<file path="src/rtl/from8bit_pkg.sv">
// -----------------------------------------------------------------------------
// from8bit_pkg
// Shared definitions for the byte-to-word packer:
//   - mode select constants (dataS encoding)
//   - byte-index state encoding for the packer FSM
//   - helpers: mode normalisation and final byte index per mode
// -----------------------------------------------------------------------------
package from8bit_pkg;

    localparam logic [1:0] MODE_8  = 2'b00;
    localparam logic [1:0] MODE_16 = 2'b01;
    localparam logic [1:0] MODE_32 = 2'b10;
    localparam logic [1:0] MODE_8B = 2'b11;

    // State value = index of the next byte expected within the word.
    typedef enum logic [1:0] {
        S_B0 = 2'd0,
        S_B1 = 2'd1,
        S_B2 = 2'd2,
        S_B3 = 2'd3
    } state_t;

    // 00 and 11 are both 8-bit mode; fold them so they compare equal.
    function automatic logic [1:0] norm_mode(input logic [1:0] mode);
        return (mode == MODE_8B) ? MODE_8 : mode;
    endfunction

    // Index of the byte that completes a word in the given mode.
    function automatic state_t last_idx(input logic [1:0] mode);
        case (mode)
            MODE_16: return S_B1;
            MODE_32: return S_B3;
            default: return S_B0;
        endcase
    endfunction

endpackage

</file>
<file path="src/rtl/from8bit_sync_det.sv">
// -----------------------------------------------------------------------------
// from8bit_sync_det
// Alignment marker detector for the packer (only built with FROM8BIT_SYNC_EN).
// Ports:
//   clk, rst     : clock, synchronous active-high reset
//   i_accept     : a byte is accepted this cycle
//   i_data       : the byte
//   i_mode       : current dataS value
//   i_partial    : packer currently holds a partial word (state != S_B0)
//   o_hit        : combinational, marker accepted in a multi-byte mode
//   o_align_err  : registered one-cycle pulse, partial word was discarded
// -----------------------------------------------------------------------------
module from8bit_sync_det
    import from8bit_pkg::*;
#(
    parameter logic [7:0] SYNC_BYTE = 8'hBC
) (
    input  logic       clk,
    input  logic       rst,
    input  logic       i_accept,
    input  logic [7:0] i_data,
    input  logic [1:0] i_mode,
    input  logic       i_partial,
    output logic       o_hit,
    output logic       o_align_err
);

    logic r_align_err;

    // In 8-bit mode the marker is just an ordinary one-byte word.
    assign o_hit = i_accept && (i_data == SYNC_BYTE) && (norm_mode(i_mode) != MODE_8);

    always_ff @(posedge clk) begin
        if (rst) begin
            r_align_err <= 1'b0;
        end else begin
            r_align_err <= o_hit && i_partial;
        end
    end

    assign o_align_err = r_align_err;

endmodule

</file>
<file path="src/rtl/from8bit_packer.sv">
// -----------------------------------------------------------------------------
// from8bit_packer
// Rebuilds 8/16/32-bit words from a byte stream; first byte lands in [7:0].
// Optional marker alignment is enabled by defining FROM8BIT_SYNC_EN.
// Ports:
//   clk, rst            : base clock, synchronous active-high reset
//   enb                 : block enable (low = hold everything, accept nothing)
//   dataS               : mode 00/11 = 8-bit, 01 = 16-bit, 10 = 32-bit
//   dataIn, inValid     : input byte and its qualifier
//   dataOut8/16/32      : last completed word of each width
//   outValid            : one-cycle pulse, a word completed on the last edge
//   busy                : a partial word is held
//   dbgState            : current FSM state (next byte index)
//   alignErr            : one-cycle pulse, partial discarded by marker
//                         (present only with FROM8BIT_SYNC_EN)
// Handshake: a byte is taken on a rising edge when enb && inValid && !rst;
// there is no back-pressure, the packer accepts one byte every cycle.
// -----------------------------------------------------------------------------
module from8bit_packer
    import from8bit_pkg::*;
#(
    parameter logic [7:0] SYNC_BYTE = 8'hBC
) (
    input  logic        clk,
    input  logic        rst,
    input  logic        enb,
    input  logic [1:0]  dataS,
    input  logic [7:0]  dataIn,
    input  logic        inValid,
    output logic [7:0]  dataOut8,
    output logic [15:0] dataOut16,
    output logic [31:0] dataOut32,
    output logic        outValid,
    output logic        busy,
    output logic [1:0]  dbgState
`ifdef FROM8BIT_SYNC_EN
    ,
    output logic        alignErr
`endif
);

    state_t      r_state;
    state_t      w_state_nxt;
    state_t      w_idx;
    logic [1:0]  r_mode;
    logic [23:0] r_lanes;
    logic [7:0]  r_out8;
    logic [15:0] r_out16;
    logic [31:0] r_out32;
    logic        r_valid;
    logic        r_busy;
    logic        w_accept;
    logic        w_mode_chg;
    logic        w_sync_hit;
    logic        w_complete;

    assign w_accept   = enb && inValid;
    assign w_mode_chg = (norm_mode(dataS) != norm_mode(r_mode)) && (r_state != S_B0);

`ifdef FROM8BIT_SYNC_EN
    from8bit_sync_det #(
        .SYNC_BYTE (SYNC_BYTE)
    ) u_sync_det (
        .clk         (clk),
        .rst         (rst),
        .i_accept    (w_accept),
        .i_data      (dataIn),
        .i_mode      (dataS),
        .i_partial   (r_state != S_B0),
        .o_hit       (w_sync_hit),
        .o_align_err (alignErr)
    );
`else
    // Marker detection compiled out; the masked compare keeps the parameter read.
    assign w_sync_hit = 1'b0 & (dataIn == SYNC_BYTE);
`endif

    // FSM next state. A mode change or a marker restarts the word, so the
    // current byte is treated as byte 0 and any partial word is dropped.
    always_comb begin
        w_idx       = r_state;
        w_complete  = 1'b0;
        w_state_nxt = r_state;
        if (w_accept) begin
            if (w_mode_chg || w_sync_hit) begin
                w_idx = S_B0;
            end
            w_complete  = (w_idx == last_idx(dataS));
            w_state_nxt = w_complete ? S_B0 : state_t'(w_idx + 2'd1);
        end
    end

    always_ff @(posedge clk) begin
        if (rst) begin
            r_state <= S_B0;
        end else begin
            r_state <= w_state_nxt;
        end
    end

    // Datapath: the final byte of a word comes straight from dataIn, so only
    // lanes 0..2 need storage.
    always_ff @(posedge clk) begin
        if (rst) begin
            r_mode  <= MODE_8;
            r_lanes <= '0;
            r_out8  <= '0;
            r_out16 <= '0;
            r_out32 <= '0;
            r_valid <= 1'b0;
            r_busy  <= 1'b0;
        end else begin
            r_valid <= w_complete;
            r_busy  <= (w_state_nxt != S_B0);
            if (w_accept) begin
                r_mode <= dataS;
                case (w_idx)
                    S_B0:    r_lanes[7:0]   <= dataIn;
                    S_B1:    r_lanes[15:8]  <= dataIn;
                    S_B2:    r_lanes[23:16] <= dataIn;
                    default: ;
                endcase
            end
            if (w_complete) begin
                case (norm_mode(dataS))
                    MODE_16: r_out16 <= {dataIn, r_lanes[7:0]};
                    MODE_32: r_out32 <= {dataIn, r_lanes[23:0]};
                    default: r_out8  <= dataIn;
                endcase
            end
        end
    end

    assign dataOut8  = r_out8;
    assign dataOut16 = r_out16;
    assign dataOut32 = r_out32;
    assign outValid  = r_valid;
    assign busy      = r_busy;
    assign dbgState  = r_state;

endmodule

</file>
<file path="config.mk">
export PLATFORM = sky130hd
export DESIGN_NAME = from8bit_packer
export DESIGN_NICKNAME = d
export VERILOG_FILES = /design/src/rtl/from8bit_pkg.sv /design/src/rtl/from8bit_sync_det.sv /design/src/rtl/from8bit_packer.sv
export SDC_FILE = /design/constraint.sdc
export NUM_CORES = 1
export LEC_CHECK = 0
export ABC_AREA = 1
export BUFFER_PORTS_ARGS = -buffer_cell sky130_fd_sc_hd__buf_2
export CAP_MARGIN = 10
export CELL_PAD_IN_SITES_DETAIL_PLACEMENT = 1
export CELL_PAD_IN_SITES_GLOBAL_PLACEMENT = 2
export CORE_AREA = 2 2 114 116
export CTS_CLUSTER_SIZE = 30
export DETAILED_ROUTE_END_ITERATION = 7
export DIE_AREA = 0 0 116 118
export PLACE_DENSITY = 0.79
export SETUP_SLACK_MARGIN = 0.3
export SYNTH_ARGS = -nofsm -noshare
export SYNTH_HDL_FRONTEND = slang
export SYNTH_SLANG_ARGS = --single-unit
</file>
<file path="constraint.sdc">
create_clock -name clk -period 1.9 [get_ports clk]
set_clock_uncertainty 0.2 [all_clocks]
set_input_delay 0.095 -clock clk [delete_from_list [all_inputs] [get_ports clk]]
set_output_delay 0.095 -clock clk [all_outputs]
set_load 0.02 [all_outputs]
</file>
**Word level (Yosys, flattened, before mapping)**

Index checks and enable logic that the tools add are counted.

- Word-level logic and storage cells: 44
- Register bits after elaboration: 86
- Output and inout port bits: 60
- Input port bits: 14

- Equal/unequal tests: 10
- Reduce and logical (&&, ||, !) cells: 12
- Muxes and demuxes: 10
- Bitwise gates (word level): 1
- $add $sub $neg: 1

Operators by type and width:

| kind | number |
|---|---|
| 2-bit two-way mux | 8 |
| 2-bit AND reduction | 6 |
| 2-bit == test (second input constant) | 5 |
| 2-bit by 1-bit == test with 1-bit output (second input constant) | 3 |
| 2-bit one-hot mux with 2 select lines | 1 |
| 2-bit nonzero test | 2 |
| 2-bit by 1-bit adder with 2-bit output (second input constant) | 1 |
| 2-bit == test | 1 |
| 1-bit logical AND | 2 |
| 2-bit zero test | 1 |
| 2-bit != test | 1 |
| 2-bit OR reduction | 1 |
| 1-bit two-way mux | 1 |
| 1-bit NOT | 1 |

**Depth between registers and ports, before layout**

- Depth after elaboration: 10
- Depth in mapped cells: 13
- Gate-level depth less buffers: 13

**Worst setup path after synthesis**

Ideal clock, no wire load.

- Kind: input to register
- From: input dataS[0]
- To: register r_out32[11] (netlist: dataOut32[11])
- Stages on the path: 11
- Arrival: 1361 ps
- Path buffers: 1
- Library setup time: 113 ps
- Path slack: 226 ps
- Cells stage by stage: inv_1 > ha_1 > nor2_1 > nand2_1 > nand3_2 > nand2_1 > nand2_1 > nand4_4 > buf_2 > nor2_1 > nor2_1

- Longest elaborated chain between the ends: 9
- Elaborated cells between the ends (all ways): 14

Ends and longest elaborated chain:

| what | line | text |
|---|---|---|
| from (decl) | from8bit_packer.sv:27 | `input logic [1:0] dataS,` |
| 2-bit == test | from8bit_pkg.sv:25 | `return (mode == MODE_8B) ? MODE_8 : mode;` |
| 2-bit two-way mux | from8bit_pkg.sv:25 |  |
| 2-bit != test | from8bit_packer.sv:58 | `assign w_mode_chg = (norm_mode(dataS) != norm_mode(r_mode)) && (r_state != S_B0);` |
| 1-bit logical AND | from8bit_packer.sv:58 |  |
| 2-bit two-way mux | from8bit_packer.sv:85 | `if (w_mode_chg \|\| w_sync_hit) begin` |
| 2-bit two-way mux | from8bit_packer.sv:84 | `if (w_accept) begin` |
| 2-bit == test | from8bit_packer.sv:88 | `w_complete = (w_idx == last_idx(dataS));` |
| 1-bit two-way mux | from8bit_packer.sv:84 |  |
| 2-bit AND reduction (no source line) * | n/a |  |
| to (signal assigned) | from8bit_packer.sv:127 | `MODE_32: r_out32 <= {dataIn, r_lanes[23:0]};` |
| to (decl) | from8bit_packer.sv:49 | `logic [31:0] r_out32;` |

Every way passes the cells marked *; elsewhere a longest branch is shown, timed or not. The select of a mux whose other input is x is not followed.
A chain may end at the register's enable or synchronous reset.

**Worst setup path after layout**

- From: register r_mode[0]
- To: register r_out16[0] (netlist: dataOut16[0])

- Longest elaborated chain between the ends: 9

Ends and longest elaborated chain:

| what | line | text |
|---|---|---|
| from (decl) | from8bit_packer.sv:45 | `logic [1:0] r_mode;` |
| from (signal assigned) | from8bit_packer.sv:116 | `r_mode <= dataS;` |
| 2-bit == test | from8bit_pkg.sv:25 |  |
| 2-bit two-way mux * | from8bit_pkg.sv:25 |  |
| 2-bit != test * | from8bit_packer.sv:58 |  |
| 1-bit logical AND * | from8bit_packer.sv:58 |  |
| 2-bit two-way mux * | from8bit_packer.sv:85 |  |
| 2-bit two-way mux * | from8bit_packer.sv:84 |  |
| 2-bit == test * | from8bit_packer.sv:88 |  |
| 1-bit two-way mux * | from8bit_packer.sv:84 |  |
| 2-bit AND reduction (no source line) * | n/a |  |
| to (signal assigned) | from8bit_packer.sv:126 | `MODE_16: r_out16 <= {dataIn, r_lanes[7:0]};` |
| to (decl) | from8bit_packer.sv:48 | `logic [15:0] r_out16;` |

Marks and branches as above.

==> flow_summary.rst <==
.. list-table::
   :header-rows: 1

   * - Metric
     - Value
   * - Outcome
     - finished, final reports clean
   * - Number of antenna violations at the first check in global routing
     - 0
   * - Top-area cell type share of the netlist area
     - 48.5%
   * - CP delay by family, top
     - simple AND/OR/NAND/NOR gates
   * - # clock sinks
     - 86
   * - Fraction of registers with async set or reset after synthesis
     - 0%
   * - Leakage power
     - 2.63 nW
   * - Cts bufs inserted
     - 9
   * - Final worst slack
     - 0.00705 ns
   * - DIE HEIGHT
     - 118 um
   * - Synthesis-to-finish area growth
     - 44.2%
   * - CTS tree
     - built
   * - Critical path data required time
     - 1.94 ns
   * - Worst-Margin Slew
     - 0.446 ns
   * - Cell type with the largest total area after synthesis
     - sky130_fd_sc_hd__dfxtp_1
   * - Min-Delay Startpoint
     - inValid
   * - Arrival time worst endpoint
     - 1.93 ns
   * - Maximum number of pins on one net before global-route repair
     - 45
   * - Final net count
     - 635
   * - Portion of the post-synthesis area used by sequential elements
     - 48.5%
   * - Ys flop type
     - sky130_fd_sc_hd__dfxtp_1
   * - Area of the core
     - 12400 um2
   * - Part of the power in combinational logic
     - 11.5%
   * - Max-capacitance violation count
     - 0
   * - Post-route DRC violation count
     - 0
   * - Setup WS pre-CTS
     - -0.0423 ns
   * - Detailed-route via count
     - 3455
   * - Detailed-route wire length
     - 11100 um
   * - Hold violation count in the final report
     - 0
   * - Worst path bufs/invs
     - 3
   * - Part of the total power dissipated in sequential elements
     - 44.0%
   * - CTS Root Cell
     - sky130_fd_sc_hd__clkbuf_16
   * - Design internal power
     - 3.23 mW
   * - Number of register bits inferred by synthesis
     - 86
   * - Vias in the first global route
     - 3665
   * - Slowest cell on crit path
     - sky130_fd_sc_hd__dfxtp_4
   * - Io pins
     - 74
   * - Antenna-violating nets left
     - 0
   * - Maximum cell stage delay along the critical path
     - 0.36 ns
   * - Count of flip-flops with a built-in enable after synthesis
     - 0
   * - Global-route wire length before repair
     - 18200 um
   * - Final clock period utilization by the worst path
     - 99.6%
   * - Number of DRC violations after detailed-routing iteration 0
     - 138
   * - Clk buf depth
     - 2
   * - Wire length per cell
     - 13.9 um
   * - Worst reg2reg path startpoint
     - r_mode[0]
   * - Type of the setup path with the least slack
     - reg -> reg
   * - Time the final worst path needs with I/O delays and setup
     - 1.89 ns
   * - Cell area after synthesis
     - 3550 um2
   * - Post-Synthesis Net Count
     - 539
   * - Power per unit of standard cell area
     - 841 nW/um2
   * - Routed via count divided by cell count
     - 4.35
   * - Number of rows in the core area
     - 41
   * - CP startpoint
     - r_mode[0]
   * - Fraction of the core area covered by cells at the end of the flow
     - 41.3%
   * - Total overflow reported by the global router
     - 0
   * - Peak ir drop on the vdd network
     - 438 uV
   * - Biggest area contributors in the synthesized netlist
     - sky130_fd_sc_hd__dfxtp_1 48%, sky130_fd_sc_hd__nand2_1 15%, sky130_fd_sc_hd__nor2_1 12%, sky130_fd_sc_hd__inv_1 9.0%, sky130_fd_sc_hd__a21oi_1 3.8%
   * - Starting Density
     - 28.6%
   * - Number of different library cells in the post-synthesis netlist
     - 19
   * - Proportion of power drawn by the clock network
     - 44.5%
   * - Final number of max-transition violations
     - 0
   * - Unrepaired setup endpoints after global routing
     - yes
   * - Number of warning messages in the yosys log
     - 0
   * - Routability congestion estimate from global placement
     - 0.912
   * - CTS clock-pin slew for the worst setup and hold paths
     - 0.06 ns
   * - Maximum clock rate
     - 528 MHz
   * - Number of antenna cells inserted
     - 0
   * - Critical-path maximum fanout
     - 8
   * - Mean cell area of the mapped netlist
     - 6.82 um2
   * - Crit path cell chain
     - inv_4 -> nand2_4 -> nand2_4 -> nand2_4 -> inv_4 -> nand4_1 -> nand2_4 -> nand4_4 -> clkbuf_16 -> nor2_1 -> nor2_2
   * - Horizontal die dimension
     - 116 um
   * - Iteration count of the initial detailed-routing pass
     - 4
   * - Share of final-layout standard cells stronger than drive strength 1
     - 31.4%
   * - Crit-path most repeated cell
     - sky130_fd_sc_hd__nand2_4
   * - Detailed placement HPWL
     - 6930 um
   * - Endpoint type of the worst setup path
     - register
   * - Type of the worst min-delay path
     - in -> reg
   * - Critical path launch point type
     - register
   * - Number of buffers added on ports
     - 73
   * - Setup-failing EPs final
     - 0
   * - Remaining max-slew budget at the tightest pin
     - 70.3%
   * - Cell count after synthesis
     - 521
   * - Source-to-sink clock delay at the later pin of the worst-skew pair
     - 0.34 ns
   * - Register-to-register path setup slack
     - 0.007 ns
   * - Switching pwr
     - 1.08 mW
   * - Combined global-route utilization of all metal layers
     - 17.0%
   * - Die area
     - 13700 um2
   * - H-tree Lvls
     - 3
   * - Fraction of power spent switching nets
     - 25.1%
power groups by stage:
| stage | clock (mW) | combinational [mW] | sequential [mW] |
|---|---|---|---|
| after floorplan | 0 | 0.184 | 1.97 |
| after global routing | 2.06 | 0.545 | 1.90 |
| final | 1.92 | 0.493 | 1.90 |
| after CTS | 1.97 | 0.432 | 1.89 |
| after global placement | 0 | 0.354 | 1.93 |
| after detailed placement | 0 | 0.366 | 1.93 |
state kept, by name (all words and copies together), names as in the netlist:
| register | count |
|---|---|
| r_mode | 2 |
| dataOut32 | 32 |
| busy | 1 |
| dataOut16 | 16 |
| dbgState | 2 |
| r_lanes | 24 |
| outValid | 1 |
| dataOut8 | 8 |
placed cells by master (no fill, tap or decap):
master / instances
sky130_fd_sc_hd__nor2_1: 103
sky130_fd_sc_hd__nand2_1: 102
sky130_fd_sc_hd__dfxtp_1: 84
sky130_fd_sc_hd__inv_1: 81
sky130_fd_sc_hd__buf_2: 73
sky130_fd_sc_hd__nand2_2: 22
sky130_fd_sc_hd__nand2_4: 18
sky130_fd_sc_hd__a21oi_2: 14
sky130_fd_sc_hd__a21oi_1: 13
sky130_fd_sc_hd__clkbuf_16: 12
sky130_fd_sc_hd__dlygate4sd3_1: 12
sky130_fd_sc_hd__nor2_2: 11
sky130_fd_sc_hd__o21ai_0: 11
sky130_fd_sc_hd__buf_4: 10
sky130_fd_sc_hd__nand3_1: 9
sky130_fd_sc_hd__o21ai_2: 5
sky130_fd_sc_hd__buf_12: 5
sky130_fd_sc_hd__nand4_1: 3
sky130_fd_sc_hd__nand4_4: 3
sky130_fd_sc_hd__o21ai_1: 3
sky130_fd_sc_hd__ha_1: 3
sky130_fd_sc_hd__clkbuf_1: 3
sky130_fd_sc_hd__buf_6: 3
sky130_fd_sc_hd__inv_4: 2
sky130_fd_sc_hd__inv_2: 2
sky130_fd_sc_hd__nand3_4: 2
sky130_fd_sc_hd__nand3_2: 2
sky130_fd_sc_hd__bufinv_16: 2
sky130_fd_sc_hd__inv_6: 1
sky130_fd_sc_hd__nand2_8: 1
sky130_fd_sc_hd__nor3_2: 1
sky130_fd_sc_hd__ha_2: 1
sky130_fd_sc_hd__clkinvlp_4: 1
sky130_fd_sc_hd__clkbuf_8: 1
sky130_fd_sc_hd__buf_8: 1
sky130_fd_sc_hd__dfxtp_4: 1
sky130_fd_sc_hd__dfxtp_2: 1
worst register-to-register path, stage by stage, from the launching register on:
cell and delay, ns:
sky130_fd_sc_hd__dfxtp_4 0.36, sky130_fd_sc_hd__inv_4 0.06, sky130_fd_sc_hd__nand2_4 0.06, sky130_fd_sc_hd__nand2_4 0.07, sky130_fd_sc_hd__nand2_4 0.06, sky130_fd_sc_hd__inv_4 0.08, sky130_fd_sc_hd__nand4_1 0.14, sky130_fd_sc_hd__nand2_4 0.17
sky130_fd_sc_hd__nand4_4 0.17, sky130_fd_sc_hd__clkbuf_16 0.23, sky130_fd_sc_hd__nor2_1 0.14, sky130_fd_sc_hd__nor2_2 0.05
final cells by class:
class	count	area [um2]
Fill cell	1571	7290
Multi-Input combinational cell	327	1750
Sequential cell	86	1730
Timing Repair Buffer	107	785
Inverter	86	333
Clock buffer	13	250
Tap cell	172	215
Clock inverter	3	67.6
what timing repair did:
item	4_1_cts	5_1_grt
gates resized for setup	38	78
setup endpoints to repair	83	84
buffers inserted	4	2
cloned	3	2
hold endpoints to repair	46	0
pin swaps	4	15
hold buffers	12	0
per-layer routing:
metal | routed length [um] | up-vias | share of wire, % | track usage, %
met3 | 387 | 13 | 3.5 | 3.30
met4 | 216 | 0 | 2.0 | 7.74
met5 | 0 | - | 0 | 0
li1 | - | 1735 | - | -
met1 | 5250 | 1644 | 47 | 22.3
met2 | 5210 | 63 | 47 | 26.8
metrics by stage:
step / instance area [um2] / hold slack, ns / cells / setup TNS, ns / total power [mW]
CTS: 4800 / 0.0468 / 790 / 0 / 4.29
detailed placement: 4180 / 0.239 / 755 / -0.385 / 2.30
global route: 5120 / 0.120 / 794 / -2.82 / 4.51
global placement: 4180 / 0.221 / 755 / 0 / 2.28
floorplan: 3600 / 0.0299 / 521 / 0 / 2.15
finish: 5120 / 0.0827 / 794 / 0 / 4.31
cell families after synthesis:
group                    share of synthesized area [%]
AO/OA/AOI/OAI                                     6.48
adder cells (fa/ha/maj)                           1.41
buffers and inverters                             12.6
flip-flops                                        48.5
AND/OR/NAND/NOR                                   31.0
cell usage after synthesis, types with 3 or more instances:
library cell	count
sky130_fd_sc_hd__buf_2	7
sky130_fd_sc_hd__clkbuf_1	11
sky130_fd_sc_hd__dfxtp_1	86
sky130_fd_sc_hd__nor2_1	114
sky130_fd_sc_hd__o21ai_0	19
sky130_fd_sc_hd__nand3_1	11
sky130_fd_sc_hd__nand4_1	3
sky130_fd_sc_hd__buf_6	3
sky130_fd_sc_hd__nand2_1	142
sky130_fd_sc_hd__a21oi_1	27
sky130_fd_sc_hd__inv_1	85
sky130_fd_sc_hd__ha_1	4
final timing paths:
kind / end / depth (start not counted)
worst min register to register: r_lanes[21] / 2
worst max register to register: dataOut16[0] / 11
worst max-delay path: dataOut16[0] / 11
worst min-delay path: r_mode[0] / 5
Power figures use the tool's default switching activity.
